File: src/rtl/pong_pkg.sv
// Shared types and default colours for the game renderer and its helpers.
package pong_pkg;

  typedef logic [9:0] coord_t;

  typedef struct packed {
    logic [3:0] r;
    logic [3:0] g;
    logic [3:0] b;
  } rgb12_t;

  typedef enum logic {
    FLASH_IDLE,
    FLASH_ON
  } flash_state_e;

  localparam logic [11:0] DEF_FG_RGB    = 12'hFFF;
  localparam logic [11:0] DEF_BG_RGB    = 12'h000;
  localparam logic [11:0] DEF_FLASH_RGB = 12'hF00;

endpackage

File: src/rtl/rect_hit.sv
// Combinational half-open rectangle test: x in [x0, x0+W) and y in [y0, y0+H).
module rect_hit
  import pong_pkg::*;
#(
  parameter int W = 4,
  parameter int H = 20
) (
  input  coord_t x,
  input  coord_t y,
  input  coord_t x0,
  input  coord_t y0,
  output logic   hit
);

  logic [10:0] x_end;
  logic [10:0] y_end;
  logic        x_in;
  logic        y_in;

  // Sums are formed in 11 bits so a rectangle touching the 10-bit limit cannot wrap.
  always_comb begin
    x_end = {1'b0, x0} + 11'(W);
    y_end = {1'b0, y0} + 11'(H);
    x_in  = ({1'b0, x} >= {1'b0, x0}) && ({1'b0, x} < x_end);
    y_in  = ({1'b0, y} >= {1'b0, y0}) && ({1'b0, y} < y_end);
    hit   = x_in && y_in;
  end

endmodule

File: src/rtl/game_renderer.sv
// Pipelined pong screen renderer: frame-latched positions, hit tests, centre net
// and a goal-flash background, producing registered RGB two cycles after (x, y, de).
module game_renderer
  import pong_pkg::*;
#(
  parameter int          WIDTH         = 640,
  parameter int          HEIGHT        = 480,
  parameter int          PADDLE_X      = 8,
  parameter int          PADDLE_WIDTH  = 4,
  parameter int          PADDLE_HEIGHT = 20,
  parameter int          BALL_SIZE     = 2,
  parameter int          NET_EN        = 1,
  parameter int          NET_WIDTH     = 2,
  parameter int          NET_DASH      = 8,
  parameter int          FLASH_FRAMES  = 30,
  parameter logic [11:0] FG_RGB        = DEF_FG_RGB,
  parameter logic [11:0] BG_RGB        = DEF_BG_RGB,
  parameter logic [11:0] FLASH_RGB     = DEF_FLASH_RGB
) (
  input  logic       clk,
  input  logic       rst,
  input  logic [9:0] x,
  input  logic [9:0] y,
  input  logic       de,
  input  logic       frame_start,
  input  logic [9:0] p1_paddle_pos,
  input  logic [9:0] p2_paddle_pos,
  input  logic [9:0] ball_x_pos,
  input  logic [9:0] ball_y_pos,
  input  logic       goal,
  output logic [3:0] red,
  output logic [3:0] green,
  output logic [3:0] blue,
  output logic       de_out
);

  localparam coord_t      PADDLE_MAX = coord_t'(HEIGHT - PADDLE_HEIGHT);
  localparam coord_t      BALL_X_MAX = coord_t'(WIDTH - BALL_SIZE);
  localparam coord_t      BALL_Y_MAX = coord_t'(HEIGHT - BALL_SIZE);
  localparam coord_t      P1_X0      = coord_t'(PADDLE_X);
  localparam coord_t      P2_X0      = coord_t'(WIDTH - PADDLE_X - PADDLE_WIDTH);
  localparam logic [10:0] NET_X0     = 11'(WIDTH / 2 - NET_WIDTH / 2);
  localparam logic [10:0] NET_X1     = 11'(WIDTH / 2 - NET_WIDTH / 2 + NET_WIDTH);
  localparam logic [10:0] NET_MASK   = 11'(NET_DASH - 1);
  localparam logic [10:0] NET_ON     = 11'(NET_DASH / 2);
  localparam int          CNT_W      = $clog2(FLASH_FRAMES + 1);
  localparam logic [CNT_W-1:0] CNT_LOAD = CNT_W'(FLASH_FRAMES);
  localparam logic [CNT_W-1:0] CNT_ONE  = CNT_W'(1);

  coord_t p1s_q, p1s_d;
  coord_t p2s_q, p2s_d;
  coord_t bxs_q, bxs_d;
  coord_t bys_q, bys_d;

  logic p1_hit, p2_hit, ball_hit, net_hit;
  logic [3:0] hits_q, hits_d;
  logic       de1_q, de1_d;

  rgb12_t rgb_q, rgb_d;
  logic   de_out_q, de_out_d;

  flash_state_e     state_q, state_d;
  logic [CNT_W-1:0] cnt_q, cnt_d;

  // Positions are clamped as they are latched so rendering never needs to range-check.
  always_comb begin
    p1s_d = p1s_q;
    p2s_d = p2s_q;
    bxs_d = bxs_q;
    bys_d = bys_q;
    if (frame_start) begin
      p1s_d = (p1_paddle_pos > PADDLE_MAX) ? PADDLE_MAX : p1_paddle_pos;
      p2s_d = (p2_paddle_pos > PADDLE_MAX) ? PADDLE_MAX : p2_paddle_pos;
      bxs_d = (ball_x_pos > BALL_X_MAX) ? BALL_X_MAX : ball_x_pos;
      bys_d = (ball_y_pos > BALL_Y_MAX) ? BALL_Y_MAX : ball_y_pos;
    end
  end

  rect_hit #(.W(PADDLE_WIDTH), .H(PADDLE_HEIGHT)) u_p1_hit (
    .x(x), .y(y), .x0(P1_X0), .y0(p1s_q), .hit(p1_hit)
  );

  rect_hit #(.W(PADDLE_WIDTH), .H(PADDLE_HEIGHT)) u_p2_hit (
    .x(x), .y(y), .x0(P2_X0), .y0(p2s_q), .hit(p2_hit)
  );

  rect_hit #(.W(BALL_SIZE), .H(BALL_SIZE)) u_ball_hit (
    .x(x), .y(y), .x0(bxs_q), .y0(bys_q), .hit(ball_hit)
  );

  // NET_DASH is a power of two, so the dash phase is just the low bits of y.
  always_comb begin
    net_hit = (NET_EN != 0)
           && ({1'b0, x} >= NET_X0) && ({1'b0, x} < NET_X1)
           && (({1'b0, y} & NET_MASK) < NET_ON);
    hits_d  = {p1_hit, p2_hit, ball_hit, net_hit};
    de1_d   = de;
  end

  always_comb begin
    rgb_d    = '0;
    de_out_d = de1_q;
    if (de1_q) begin
      if (|hits_q) begin
        rgb_d = rgb12_t'(FG_RGB);
      end else if (state_q == FLASH_ON) begin
        rgb_d = rgb12_t'(FLASH_RGB);
      end else begin
        rgb_d = rgb12_t'(BG_RGB);
      end
    end
  end

  // A goal (re)loads the full count and takes precedence over a same-cycle frame tick.
  always_comb begin
    state_d = state_q;
    cnt_d   = cnt_q;
    if (goal) begin
      state_d = FLASH_ON;
      cnt_d   = CNT_LOAD;
    end else if (state_q == FLASH_ON && frame_start) begin
      if (cnt_q == CNT_ONE) begin
        state_d = FLASH_IDLE;
        cnt_d   = '0;
      end else begin
        cnt_d = cnt_q - CNT_ONE;
      end
    end
  end

  always_ff @(posedge clk) begin
    if (rst) begin
      p1s_q    <= '0;
      p2s_q    <= '0;
      bxs_q    <= '0;
      bys_q    <= '0;
      hits_q   <= '0;
      de1_q    <= 1'b0;
      rgb_q    <= '0;
      de_out_q <= 1'b0;
      state_q  <= FLASH_IDLE;
      cnt_q    <= '0;
    end else begin
      p1s_q    <= p1s_d;
      p2s_q    <= p2s_d;
      bxs_q    <= bxs_d;
      bys_q    <= bys_d;
      hits_q   <= hits_d;
      de1_q    <= de1_d;
      rgb_q    <= rgb_d;
      de_out_q <= de_out_d;
      state_q  <= state_d;
      cnt_q    <= cnt_d;
    end
  end

  assign red    = rgb_q.r;
  assign green  = rgb_q.g;
  assign blue   = rgb_q.b;
  assign de_out = de_out_q;

endmodule
File: config.mk
export PLATFORM = sky130hd
export DESIGN_NAME = game_renderer
export DESIGN_NICKNAME = d
export VERILOG_FILES = /design/src/rtl/pong_pkg.sv /design/src/rtl/rect_hit.sv /design/src/rtl/game_renderer.sv
export SDC_FILE = /design/constraint.sdc
export NUM_CORES = 1
export LEC_CHECK = 0
export ABC_AREA = 1
export BUFFER_PORTS_ARGS = -buffer_cell sky130_fd_sc_hd__buf_4
export CAP_MARGIN = 20
export CORE_UTILIZATION = 38
export DETAILED_ROUTE_END_ITERATION = 6
export PLACE_DENSITY = 0.6
export SETUP_SLACK_MARGIN = 0.4
export SLEW_MARGIN = 25
export SYNTH_ARGS = -nofsm -noshare
export SYNTH_HDL_FRONTEND = slang
export SYNTH_HIERARCHICAL = 1
export SYNTH_SLANG_ARGS = --single-unit
export TNS_END_PERCENT = 50
File: constraint.sdc
create_clock -name clk -period 2.75 [get_ports clk]
set_clock_uncertainty 0.15 [all_clocks]
set_input_delay 0.55 -clock clk [delete_from_list [all_inputs] [get_ports clk]]
set_output_delay 0.55 -clock clk [all_outputs]
set_load 0.01 [all_outputs]
After elaboration in Yosys (flattened, before gate mapping)
Index checks and enable logic that the tools add are counted.
{"block": "word_totals", "ff_bits": 64, "input_bits": 65, "out_inout_bits": 13, "wordCells": 69}
{"block": "op_classes", "n_addsub": 5, "n_lt_le_gt_ge": 19, "eq_ne": 1, "n_mux": 12, "bitwise_logic": 1, "reduce_logical": 18}
{"cell": "10-bit by 11-bit < comparator with 1-bit output", "n": 4}
{"cell": "10-bit greater-or-equal comparator", "n": 4}
{"cell": "10-bit two-way mux", "n": 4}
{"cell": "10-bit by 9-bit greater-than comparator with 1-bit output, second input constant", "n": 3}
{"cell": "12-bit two-way mux", "n": 2}
{"cell": "10-bit by 2-bit adder with 11-bit output, second input constant", "n": 2}
{"cell": "10-bit by 5-bit adder with 11-bit output, second input constant", "n": 2}
{"cell": "5-bit two-way mux", "n": 3}
{"cell": "1-bit logical AND", "n": 12}
{"cell": "10-bit greater-or-equal comparator, second input constant", "n": 1}
{"cell": "10-bit by 4-bit greater-or-equal comparator with 1-bit output, second input constant", "n": 1}
{"cell": "10-bit by 9-bit greater-or-equal comparator with 1-bit output, second input constant", "n": 1}
{"cell": "10-bit greater-than comparator, second input constant", "n": 1}
{"cell": "10-bit < comparator, second input constant", "n": 1}
{"cell": "10-bit by 4-bit < comparator with 1-bit output, second input constant", "n": 1}
{"cell": "10-bit by 9-bit < comparator with 1-bit output, second input constant", "n": 1}
{"cell": "5-bit by 1-bit == test with 1-bit output, second input constant", "n": 1}
{"cell": "5-bit by 1-bit subtractor with 5-bit output, second input constant", "n": 1}
{"cell": "2-bit nonzero test", "n": 2}
{"cell": "2-bit OR reduction", "n": 2}
{"cell": "4-bit OR reduction", "n": 1}
{"cell": "3-bit < comparator, second input constant", "n": 1}
{"cell": "1-bit two-way mux", "n": 3}
{"cell": "2-bit AND reduction", "n": 1}
{"cell": "1-bit inverter", "n": 1}

Longest topological paths before layout
Gate-level depths: netlist of the first run.
{"block": "logic_depth", "word_depth": 4, "depth_mapped": 17, "depth_no_buf": 17}

By module
The synthesis of the first run kept the hierarchy.
{"mod": "game_renderer", "n_inst": 1, "cells_each": 332, "area_each_um2": 2371.0, "seq_area_each_um2": 1081.0}
{"mod": "rect_hit (u_ball_hit)", "n_inst": 1, "cells_each": 206, "area_each_um2": 1297.5, "seq_area_each_um2": 0.0}
{"mod": "rect_hit (u_p1_hit)", "n_inst": 1, "cells_each": 182, "area_each_um2": 1178.6, "seq_area_each_um2": 0.0}
{"mod": "rect_hit (u_p2_hit)", "n_inst": 1, "cells_each": 181, "area_each_um2": 1176.1, "seq_area_each_um2": 0.0}

Worst setup path before layout of the first run
OpenSTA, ideal clock, no wires.
{"block": "synth_timing", "path_type": "flip-flop to flip-flop", "start": "reg bys_q[1]", "end": "reg hits_q[1]", "setup_time_ps": 118, "t_arrival_ps": 1733, "required_ps": 2482, "setup_slack_ps": 749, "path_stages_with_launch": 17, "path_buffers": 0, "synth_period_minus_slack_ps": 2001, "cell_sequence": "dfxtp_1 > ha_1 > nand2_1 > nor2_1 > inv_1 > o21ai_0 > o21ai_0 > ha_1 > nand2_1 > inv_1 > nand3_1 > nor2_1 > nor2_1 > nand2_1 > nor2_2 > inv_1 > nor2_1"}
{"block": "synth_via", "elab_chain_cells": 4, "elab_cells_between_ends": 5, "cone_classes": "add/sub (1); order compare (2); reduce/logical (2)"}
{"element": "start: declaration", "line": "game_renderer.sv:53", "rtl": "coord_t bys_q, bys_d;"}
{"element": "start signal: assignment", "line": "game_renderer.sv:147", "rtl": "bys_q <= bys_d;"}
{"element": "10-bit by 2-bit adder with 11-bit output", "line": "rect_hit.sv:23", "rtl": "y_end = {1'b0, y0} + 11'(H);"}
{"element": "10-bit by 11-bit < comparator with 1-bit output", "line": "rect_hit.sv:25", "rtl": "y_in = ({1'b0, y} >= {1'b0, y0}) && ({1'b0, y} < y_end);"}
{"element": "1-bit logical AND *", "line": "rect_hit.sv:25"}
{"element": "1-bit logical AND *", "line": "rect_hit.sv:26", "rtl": "hit = x_in && y_in;"}
{"element": "named net ball_hit", "line": "game_renderer.sv:55", "rtl": "logic p1_hit, p2_hit, ball_hit, net_hit;"}
{"element": "end signal: assignment", "line": "game_renderer.sv:148", "rtl": "hits_q <= hits_d;"}
{"element": "end: declaration", "line": "game_renderer.sv:56", "rtl": "logic [3:0] hits_q, hits_d;"}
The timed path passes the listed nets; every way through them passes the cells marked *.
A chain may end at the register's enable or synchronous reset.

Worst setup path in the final report of the first run
{"block": "layout_timing", "start": "reg p2s_q[2]", "end": "reg hits_q[2]"}
{"block": "layout_via", "elab_chain_cells": 4, "elab_cells_between_ends": 5, "cone_classes": "add/sub (1); order compare (2); reduce/logical (2)"}
{"element": "start: declaration", "line": "game_renderer.sv:51", "rtl": "coord_t p2s_q, p2s_d;"}
{"element": "start signal: assignment", "line": "game_renderer.sv:145", "rtl": "p2s_q <= p2s_d;"}
{"element": "10-bit by 5-bit adder with 11-bit output", "line": "rect_hit.sv:23"}
{"element": "10-bit by 11-bit < comparator with 1-bit output", "line": "rect_hit.sv:25"}
{"element": "1-bit logical AND *", "line": "rect_hit.sv:25"}
{"element": "1-bit logical AND *", "line": "rect_hit.sv:26"}
{"element": "named net p2_hit", "line": "game_renderer.sv:55"}
Marked as above.

==> flow_metrics.py, run 1 <==
metrics = {
    "finish": {
        "diodes": 0,
        "final_core_util": 0.466,
        "final_layout_size_suffix_gt1_frac": 0.133,
        "area_delta_synth_final_pct": 18.4,
        "final_nets": 1198,
    },
    "synthesis": {
        "syn_inst": 901,
        "seq_area_frac_synth": 0.179,
        "netlist_top_cells_area": "ha_1 (25%), dfxtp_1 (18%), nand2_1 (12%), inv_1 (8.5%), nor2_1 (7.0%)",
        "synth-edff-count": 0,
        "synth.largest_area_cell": "ha_1",
        "avgSynthCellArea_um2": 6.69,
        "synthArstFlopShare": 0,
        "ys_types": 38,
        "ys_warn_count": 6,
        "yosys-top-cells-count": "nand2_1 (199), inv_1 (136), ha_1 (118)",
        "yosysMostFrequentCell": "nand2_1",
        "synth_area_um2": 6020,
        "ys_seq_elements": 54,
        "synth_flop_cell": "dfxtp_1",
        "netlist.area_leader.share": 0.245,
    },
    "detailed_routing": {
        "wl_per_cell_um": 10.9,
        "detailedRoute.firstPassIterationCount": 4,
        "via_count": 5443,
        "final_antenna_net_count": 0,
        "drtIter0Drc": 171,
        "routed_via_density": 4.44,
        "drc": 0,
        "drt_wl_total_um": 13300,
    },
    "clock_tree": {
        "clock_path_buffers": 2,
        "numCtsBuffers": 5,
        "clk_pin_slew_worst_paths_ps": 70,
        "root_buffer": "clkbuf_16",
        "clk-insertion-delay-late_ps": 310,
        "cts_hold_buf": 0,
        "tritoncts": "done",
        "clock_sinks": 54,
        "htreeDepth": 2,
    },
    "global_routing": {
        "grt_use_met1": 0.222,
        "grt_busiest_layer": "met2",
        "grt_use_met3": 0.0263,
        "antenna_found_initial": 0,
        "met2_usage": 0.302,
        "grt_pass1_wl_um": 22700,
        "grt_max_degree": 30,
        "grt_use_total": 0.173,
        "grt_pass1_vias": 4920,
        "grt_remaining_overflow": 0,
    },
    "critical_path": {
        "crit_family": "simple AND/OR/NAND/NOR gates",
        "path_cells": "ha_1, nor2_2, nor2_2, xor2_1, ha_1, a21o_1, nor2_1, nor2_1, nor2_1, nand3_1, nor2_1, inv_1, nor2_1",
        "critical_path_class": "flop to flop",
        "critPathArrivalTime_ps": 2250,
        "end_kind": "flop",
        "critical_path.slowest_cell": "dfxtp_1",
        "cp_slowest_stage_delay_ps": 350,
        "critPathLaunchType": "flop",
        "worst-path-max-fanout": 4,
        "crit_top_cell": "nor2_1",
        "required_ps": 2850,
        "path_buf_inv": 1,
    },
    "sta": {
        "slew_violations": 0,
        "max_freq_ghz": 0.464,
        "slew_headroom": 0.644,
        "rsz0062_at_grt": "yes",
        "worst_pin_slew_ps": 534,
        "hold_viol_final": 0,
        "post-route-period-util": 0.784,
        "setup_viol": 0,
        "finalSetupTns_ps": 0,
        "period_minus_slack_ps": 2160,
    },
    "power_and_ir_drop": {
        "leakagePower_uw": 0.00371,
        "ir_drop_mv": 0.294,
        "power.density_nw_per_um2": 350,
    },
    "floorplanning": {
        "core_area_um2": 15300,
        "std_cell_rows": 45,
        "pin_count": 78,
        "die_area_um2": 16400,
        "die_w_um": 128,
        "start_util": 0.393,
        "chipHeight_um": 128,
    },
    "min_path": {
        "hp-class": "flop to flop",
    },
    "placement": {
        "gp_congestion": 0.801,
        "port_buffers": 77,
        "hpwl_um": 11000,
    },
    "run": {
        "cap_violations": 0,
    },
    "run_status": {
        "status": "complete, no violations",
    },
}
## state kept, by name, indices dropped and copies added, names as in the netlist, 4 cells and up
| name | cells |
|---|---|
| cnt_q | 5 |
| p1s_q | 10 |
| bys_q | 10 |
| hits_q | 4 |
| bxs_q | 10 |
| p2s_q | 10 |
## power breakdown
part	total [uW]	leakage, uW	switching [uW]	internal (uW)
Combinational	770	0.00317	437	333
Sequential	877	0.000447	50.1	827
Clock	851	0.0000971	304	547
## worst paths after layout
kind / from / slack, ps / cells past startpoint / endpoint
hold / removal: de1_q / 290 / 2 / de_out
setup / recovery: p2s_q[2] / 590 / 13 / hits_q[2]
setup reg to reg: p2s_q[2] / 590 / 13 / hits_q[2]
hold reg to reg: de1_q / 290 / 2 / de_out
## logic make-up after synthesis
family,after synthesis,synth area share
AO/OA/AOI/OAI,113,0.110
flip-flops,54,0.179
other,2,0.00125
adder cells (fa/ha/maj),118,0.245
AND/OR/NAND/NOR,413,0.301
buffers and inverters,169,0.117
XOR/XNOR,32,0.0465
## area by class of cell
| class | count | area, um2 |
|---|---|---|
| fill | 1678 | 8180 |
| multi-input combinational | 728 | 4440 |
| sequential | 54 | 1090 |
| timing repair buffer | 77 | 578 |
| inverter | 149 | 561 |
| tap | 211 | 264 |
| clock buffer | 6 | 139 |
| clock inverter | 2 | 60.1 |
## layer usage
layer  up-vias  part of all wire
met5         -                 0
met4         0             0.014
met3        10             0.036
met2        73              0.46
met1      2295              0.50
li1       3065                 -
## metrics by stage
| step | setup WS [ps] | instances | hold WS [ps] | area [um2] | power, uW |
|---|---|---|---|---|---|
| global placement | 622 | 1219 | 281 | 6910 | 1650 |
| floorplan | 749 | 951 | 261 | 6210 | 1430 |
| detailed placement | 541 | 1219 | 283 | 6910 | 1660 |
| CTS | 530 | 1227 | 294 | 7110 | 2520 |
| global route | 391 | 1227 | 314 | 7130 | 2700 |
| finish | 595 | 1227 | 291 | 7130 | 2500 |
## timing repair
| item | in CTS | in global routing |
|---|---|---|
| gates resized for setup | 0 | 11 |
| setup endpoints to repair | 0 | 2 |
| endpoints found under the hold margin | 0 | 0 |
| setup buffers | 0 | 0 |
## layout by cell type (no fill, tap or decap), drive strengths merged
cell / n
a21o: 15
nand2: 207
clkbuf: 6
nand3: 65
nand4: 6
a31oi: 1
a32o: 2
nor4: 2
o211ai: 4
o21a: 3
dfxtp: 54
nor3: 6
inv: 147
conb: 52
a21oi: 42
o21bai: 5
xnor2: 4
o21ai: 39
buf: 77
ha: 118
nor2: 124
nand3b: 3
xor2: 28
clkinv: 2
o31ai: 2
bufinv: 2
## worst register-to-register path, stage by stage, from the launching register on
cell	delay [ps]
dfxtp_1	350
ha_1	240
nor2_2	150
nor2_2	70
xor2_1	140
ha_1	300
a21o_1	180
nor2_1	120
nor2_1	60
nor2_1	80
nand3_1	80
nor2_1	90
inv_1	40
nor2_1	70
Note: power is estimated with default switching activity, not from simulation.
==> run 2: changes to the inputs <==
- clock period: 2.75 -> 2.1 ns (I/O delays scaled with it)
==> flow_metrics.py, run 2 (synthesis gave the netlist of run 1 again) <==
metrics = {
    "finish": {
        "final_layout_size_suffix_gt1_frac": 0.161,
        "diodes": 0,
        "fin_area_um2": 7260,
        "mostFrequentLayoutCell": "nand2_1",
        "nFillCells": 1643,
        "area_delta_synth_final_pct": 20.5,
        "final_nets": 1210,
        "final_cell_mix": "nand2_1 (199), inv_1 (136), ha_1 (114)",
        "final_cells": 1238,
    },
    "global_routing": {
        "grt_use_total": 0.183,
        "grt_pass1_vias": 5129,
        "grt_remaining_overflow": 0,
        "grt_max_degree": 18,
        "grt_pass1_wl_um": 23900,
        "antenna_found_initial": 0,
    },
    "clock_tree": {
        "clock_sinks": 54,
        "root_buffer": "clkbuf_16",
        "clock_path_buffers": 2,
        "clk_pin_slew_worst_paths_ps": 70,
        "htreeDepth": 2,
        "numCtsBuffers": 5,
        "clk-insertion-delay-late_ps": 300,
        "cts_hold_buf": 0,
        "tritoncts": "done",
    },
    "floorplanning": {
        "die_area_um2": 16400,
        "chipHeight_um": 128,
        "pin_count": 78,
        "core_area_um2": 15300,
        "start_util": 0.393,
        "die_w_um": 128,
        "std_cell_rows": 45,
    },
    "detailed_routing": {
        "wl_per_cell_um": 11.1,
        "via_count": 5554,
        "drtIter0Drc": 190,
        "drc": 0,
        "drt_wl_total_um": 13700,
        "routed_via_density": 4.49,
        "detailedRoute.firstPassIterationCount": 5,
        "final_antenna_net_count": 0,
    },
    "critical_path": {
        "end_kind": "flop",
        "cp_slowest_stage_delay_ps": 380,
        "critical_path_class": "flop to flop",
        "crit_top_cell": "nand2_1",
        "critical_path.slowest_cell": "dfxtp_4",
        "crit_family": "simple AND/OR/NAND/NOR gates",
        "required_ps": 2190,
        "critPathLaunchType": "flop",
        "path_buf_inv": 2,
        "worst-path-max-fanout": 5,
        "critPathArrivalTime_ps": 2160,
        "path_cells": "nand3_2, nor2_4, xor2_1, ha_1, nand2_1, inv_1, nand2_1, nand2_1, a21oi_1, nor2_1, nor2_1, nand2_1, nor2_2, inv_1, nor2_1",
    },
    "placement": {
        "hpwl_um": 11400,
        "dp.cells": 1230,
        "gp_congestion": 0.794,
        "dpl-instance-area_um2": 7070,
        "port_buffers": 77,
    },
    "sta": {
        "setup_viol": 0,
        "slew_violations": 0,
        "hold_ws_ps": 166,
        "post-route-period-util": 0.984,
        "period_minus_slack_ps": 2070,
        "rsz0062_at_grt": "yes",
        "max_freq_ghz": 0.484,
        "hold_viol_final": 0,
    },
    "run_status": {
        "status": "complete, no violations",
    },
    "power_and_ir_drop": {
        "power.density_nw_per_um2": 416,
        "total_power_uw": 3020,
        "leakagePower_uw": 0.00376,
        "ir_drop_mv": 0.315,
    },
    "min_path": {
        "hp-class": "input port to flop",
    },
    "run": {
        "cap_violations": 0,
    },
}
[run 2: changes by cell type in the layout (fill, tap and decap cells not counted), moves of 2 or more]
cell	previous run	this run
bufinv_16	2	0
dfxtp_4	1	6
nand3_2	4	6
ha_4	0	3
dfxtp_1	50	38
dfxtp_2	3	10
nand3_1	61	59
buf_4	77	89
ha_1	116	114
nor2_4	7	9
clkinv_2	1	3
[run 2: per-layer routing]
layer | global-route usage | vias to the layer above | share of wire | wire length (um)
met3 | 0.0271 | 9 | 0.032 | 444
met1 | 0.247 | 2387 | 0.51 | 6990
met4 | 0.0374 | 0 | 0.010 | 140
li1 | - | 3083 | - | -
met2 | 0.306 | 75 | 0.45 | 6120
met5 | 0 | - | 0 | 0
[run 2: final cells by class]
| type | count | area, um2 | share of cell area |
|---|---|---|---|
| tap | 211 | 264 | 0.0364 |
| sequential | 54 | 1120 | 0.154 |
| inverter | 149 | 561 | 0.0772 |
| clock buffer | 5 | 125 | 0.0172 |
| timing repair buffer | 89 | 668 | 0.0920 |
| multi-input combinational | 728 | 4520 | 0.622 |
| clock inverter | 2 | 10.0 | 0.00138 |
[run 2: where the power goes]
part / internal [uW] / switching, uW / total, uW
combinational: 460 / 592 / 1050
sequential: 1080 / 68.1 / 1150
clock: 432 / 385 / 817
[run 2: worst min-delay path: stages]
cell	delay (ps)
buf_4	80
inv_1	30
nor2_1	60
[run 2: path summary, 6_finish.rpt]
path	startpoint	slack [ps]	endpoint	depth (start not counted)
setup reg to reg	bys_q[1]	30	hits_q[1]	15
hold / removal	de	170	de1_q	3
setup / recovery	bys_q[1]	30	hits_q[1]	15
hold reg to reg	de1_q	280	de_out	2
[run 2: metrics by stage]
| step | setup slack [ps] | setup TNS [ps] | util |
|---|---|---|---|
| finish | 33.1 | 0 | 0.474 |
| global placement | 35.0 | 0 | 0.462 |
| floorplan | 200 | 0 | - |
| detailed placement | -15.6 | -15.6 | 0.462 |
| global route | -170 | -359 | 0.474 |
| CTS | 34.7 | 0 | 0.472 |
[run 2: what timing repair did]
action / in CTS / in global routing
endpoints found under the setup margin: 3 / 3
cloned: 0 / 0
buffers inserted: 1 / 0
pin swaps: 5 / 3
resized for setup: 5 / 14
==> run 3: changes to the inputs <==
- ABC_AREA: 1 -> default
- PLACE_DENSITY: 0.6 -> 0.61
==> flow_metrics.py, run 3 <==
metrics = {
    "run_status": {
        "status": "finished with violations",
        "violations": "negative setup slack",
    },
    "floorplanning": {
        "start_util": 0.395,
        "core_area_um2": 14000,
        "die_w_um": 123,
        "chipHeight_um": 123,
        "std_cell_rows": 43,
        "pin_count": 78,
        "die_area_um2": 15100,
    },
    "clock_tree": {
        "numCtsBuffers": 5,
        "root_buffer": "clkbuf_16",
        "clk-insertion-delay-late_ps": 290,
        "clock_path_buffers": 2,
        "htreeDepth": 2,
        "clock_sinks": 54,
        "cts_hold_buf": 0,
        "tritoncts": "done",
        "clk_pin_slew_worst_paths_ps": 80,
    },
    "synthesis": {
        "synthArstFlopShare": 0,
        "synth.largest_area_cell": "ha_1",
        "yosys-top-cells-count": "ha_1 (118), inv_1 (76), nor2_1 (55)",
        "netlist.area_leader.share": 0.266,
        "synth-edff-count": 0,
        "ys_seq_elements": 54,
        "syn_inst": 682,
        "yosysMostFrequentCell": "ha_1",
        "synth_area_um2": 5550,
        "netlist_top_cells_area": "ha_1 (27%), dfxtp_1 (19%), xnor2_1 (5.7%), inv_1 (5.1%), nor2_1 (3.7%)",
        "ys_types": 63,
        "ys_warn_count": 6,
        "avgSynthCellArea_um2": 8.13,
        "synth_flop_cell": "dfxtp_1",
        "seq_area_frac_synth": 0.195,
    },
    "critical_path": {
        "critPathLaunchType": "flop",
        "setup.worst_path.end": "hits_q[1]",
        "critical_path_class": "flop to flop",
        "rr_worst_depth": 12,
        "crit_start": "bxs_q[2]",
        "worst-path-max-fanout": 4,
        "r2r_setup_slack_ps": -410,
        "r2r_end": "hits_q[1]",
        "reg2reg_from": "bxs_q[2]",
        "end_kind": "flop",
        "required_ps": 2180,
        "critPathArrivalTime_ps": 2600,
    },
    "finish": {
        "diodes": 0,
        "fin_area_um2": 7420,
        "multi_input_area_um2": 4430,
        "final_cell_mix": "buf_4 (159), ha_1 (114), inv_1 (76)",
        "mostFrequentLayoutCell": "buf_4",
        "final_nets": 1066,
        "nFillCells": 1296,
        "final_layout_size_suffix_gt1_frac": 0.239,
        "area_delta_synth_final_pct": 33.7,
        "seq_area_um2": 1100,
    },
    "sta": {
        "setup_viol": 3,
        "worst_slack_ps": -412,
        "hold_viol_final": 0,
        "slew_violations": 0,
        "post-route-period-util": 1.20,
        "rsz0062_at_grt": "yes",
        "period_minus_slack_ps": 2510,
        "finalSetupTns_ps": -667,
        "max_freq_ghz": 0.398,
    },
    "power_and_ir_drop": {
        "ir_drop_mv": 0.349,
        "leakagePower_uw": 0.00351,
        "power.density_nw_per_um2": 450,
    },
    "placement": {
        "port_buffers": 77,
        "dpl-instance-area_um2": 7030,
        "hpwl_um": 12800,
        "gp_congestion": 0.871,
    },
    "detailed_routing": {
        "drt_wl_total_um": 15400,
        "routed_via_density": 5.06,
        "wl_per_cell_um": 14.5,
        "detailedRoute.firstPassIterationCount": 4,
        "drc": 0,
        "drtIter0Drc": 177,
        "via_count": 5389,
        "final_antenna_net_count": 0,
    },
    "global_routing": {
        "grt_pass1_wl_um": 24700,
        "grt_remaining_overflow": 0,
        "grt_use_total": 0.207,
        "grt_pass1_vias": 5284,
        "antenna_found_initial": 0,
        "grt_max_degree": 28,
    },
    "min_path": {
        "hold_start": "goal",
        "hp-class": "input port to flop",
    },
    "run": {
        "cap_violations": 0,
    },
}
run 3: how the worst min path moves through the flow:
stage	end	slack, ps	cells after the start
after floorplan	bys_q[0]	270	2
after global placement	p2s_q[1]	290	2
after detailed placement	p2s_q[1]	300	2
after CTS	cnt_q[0]	160	2
after global routing	cnt_q[0]	160	2
final	cnt_q[0]	160	2
run 3: final cells by class:
type,count,area share
Sequential cell,54,0.149
Clock inverter,3,0.00658
Tap cell,180,0.0304
Multi-Input combinational cell,586,0.598
Timing Repair Buffer,159,0.161
Clock buffer,5,0.0169
Inverter,77,0.0390
run 3: stage by stage:
stage	worst slack, ps	hold WS (ps)	power [uW]	util	instances
floorplan	-103	274	1830	-	737
global placement	-353	291	2270	0.501	1053
detailed placement	-448	303	2320	0.501	1053
CTS	-303	159	3310	0.516	1061
global route	-517	156	3570	0.528	1064
finish	-412	156	3340	0.528	1064
run 3: worst max-delay path: stages (launching register included):
cell and delay, ps:
dfxtp_4 380, ha_4 130, and3_4 200, nand2_4 60, nor4_4 220, xnor2_1 110
ha_1 330, a21oi_2 200, o2bb2ai_2 130, a31oi_1 70, buf_4 150, nor4_2 190
nor2b_1 140
run 3: where the power goes:
group	total, uW	leakage (uW)	internal [uW]	switching [uW]
clock	976	0.0000819	572	404
sequential	1150	0.000450	1090	62.9
combinational	1220	0.00298	600	615
total	3340	0.00351	2260	1080
run 3: what timing repair did:
action | in CTS | in global routing
gates cloned | 0 | 0
pin swaps | 0 | 17
endpoints found under the setup margin | 3 | 5
buffers inserted | 0 | 3
gates resized for setup | 13 | 31
run 3: cells by family (layout without fill, tap and decap cells):
group | count (synthesis) | count (layout) | synth area share
and+or+nand+nor | 204 | 204 | 0.199
AOI/OAI and AO/OA | 163 | 163 | 0.193
adders and majority gates | 118 | 118 | 0.266
buffers and inverters | 97 | 244 | 0.0745
DFF | 54 | 54 | 0.195
xor gates and xnor gates | 38 | 38 | 0.0600
muxes | 6 | 6 | 0.0108
other | 2 | 57 | 0.00135
run 3: layer usage:
metal | GRT usage | wire, um
met1 | 0.266 | 7240
met2 | 0.368 | 7590
met3 | 0.0214 | 425
met4 | 0.0488 | 181
met5 | 0 | 0
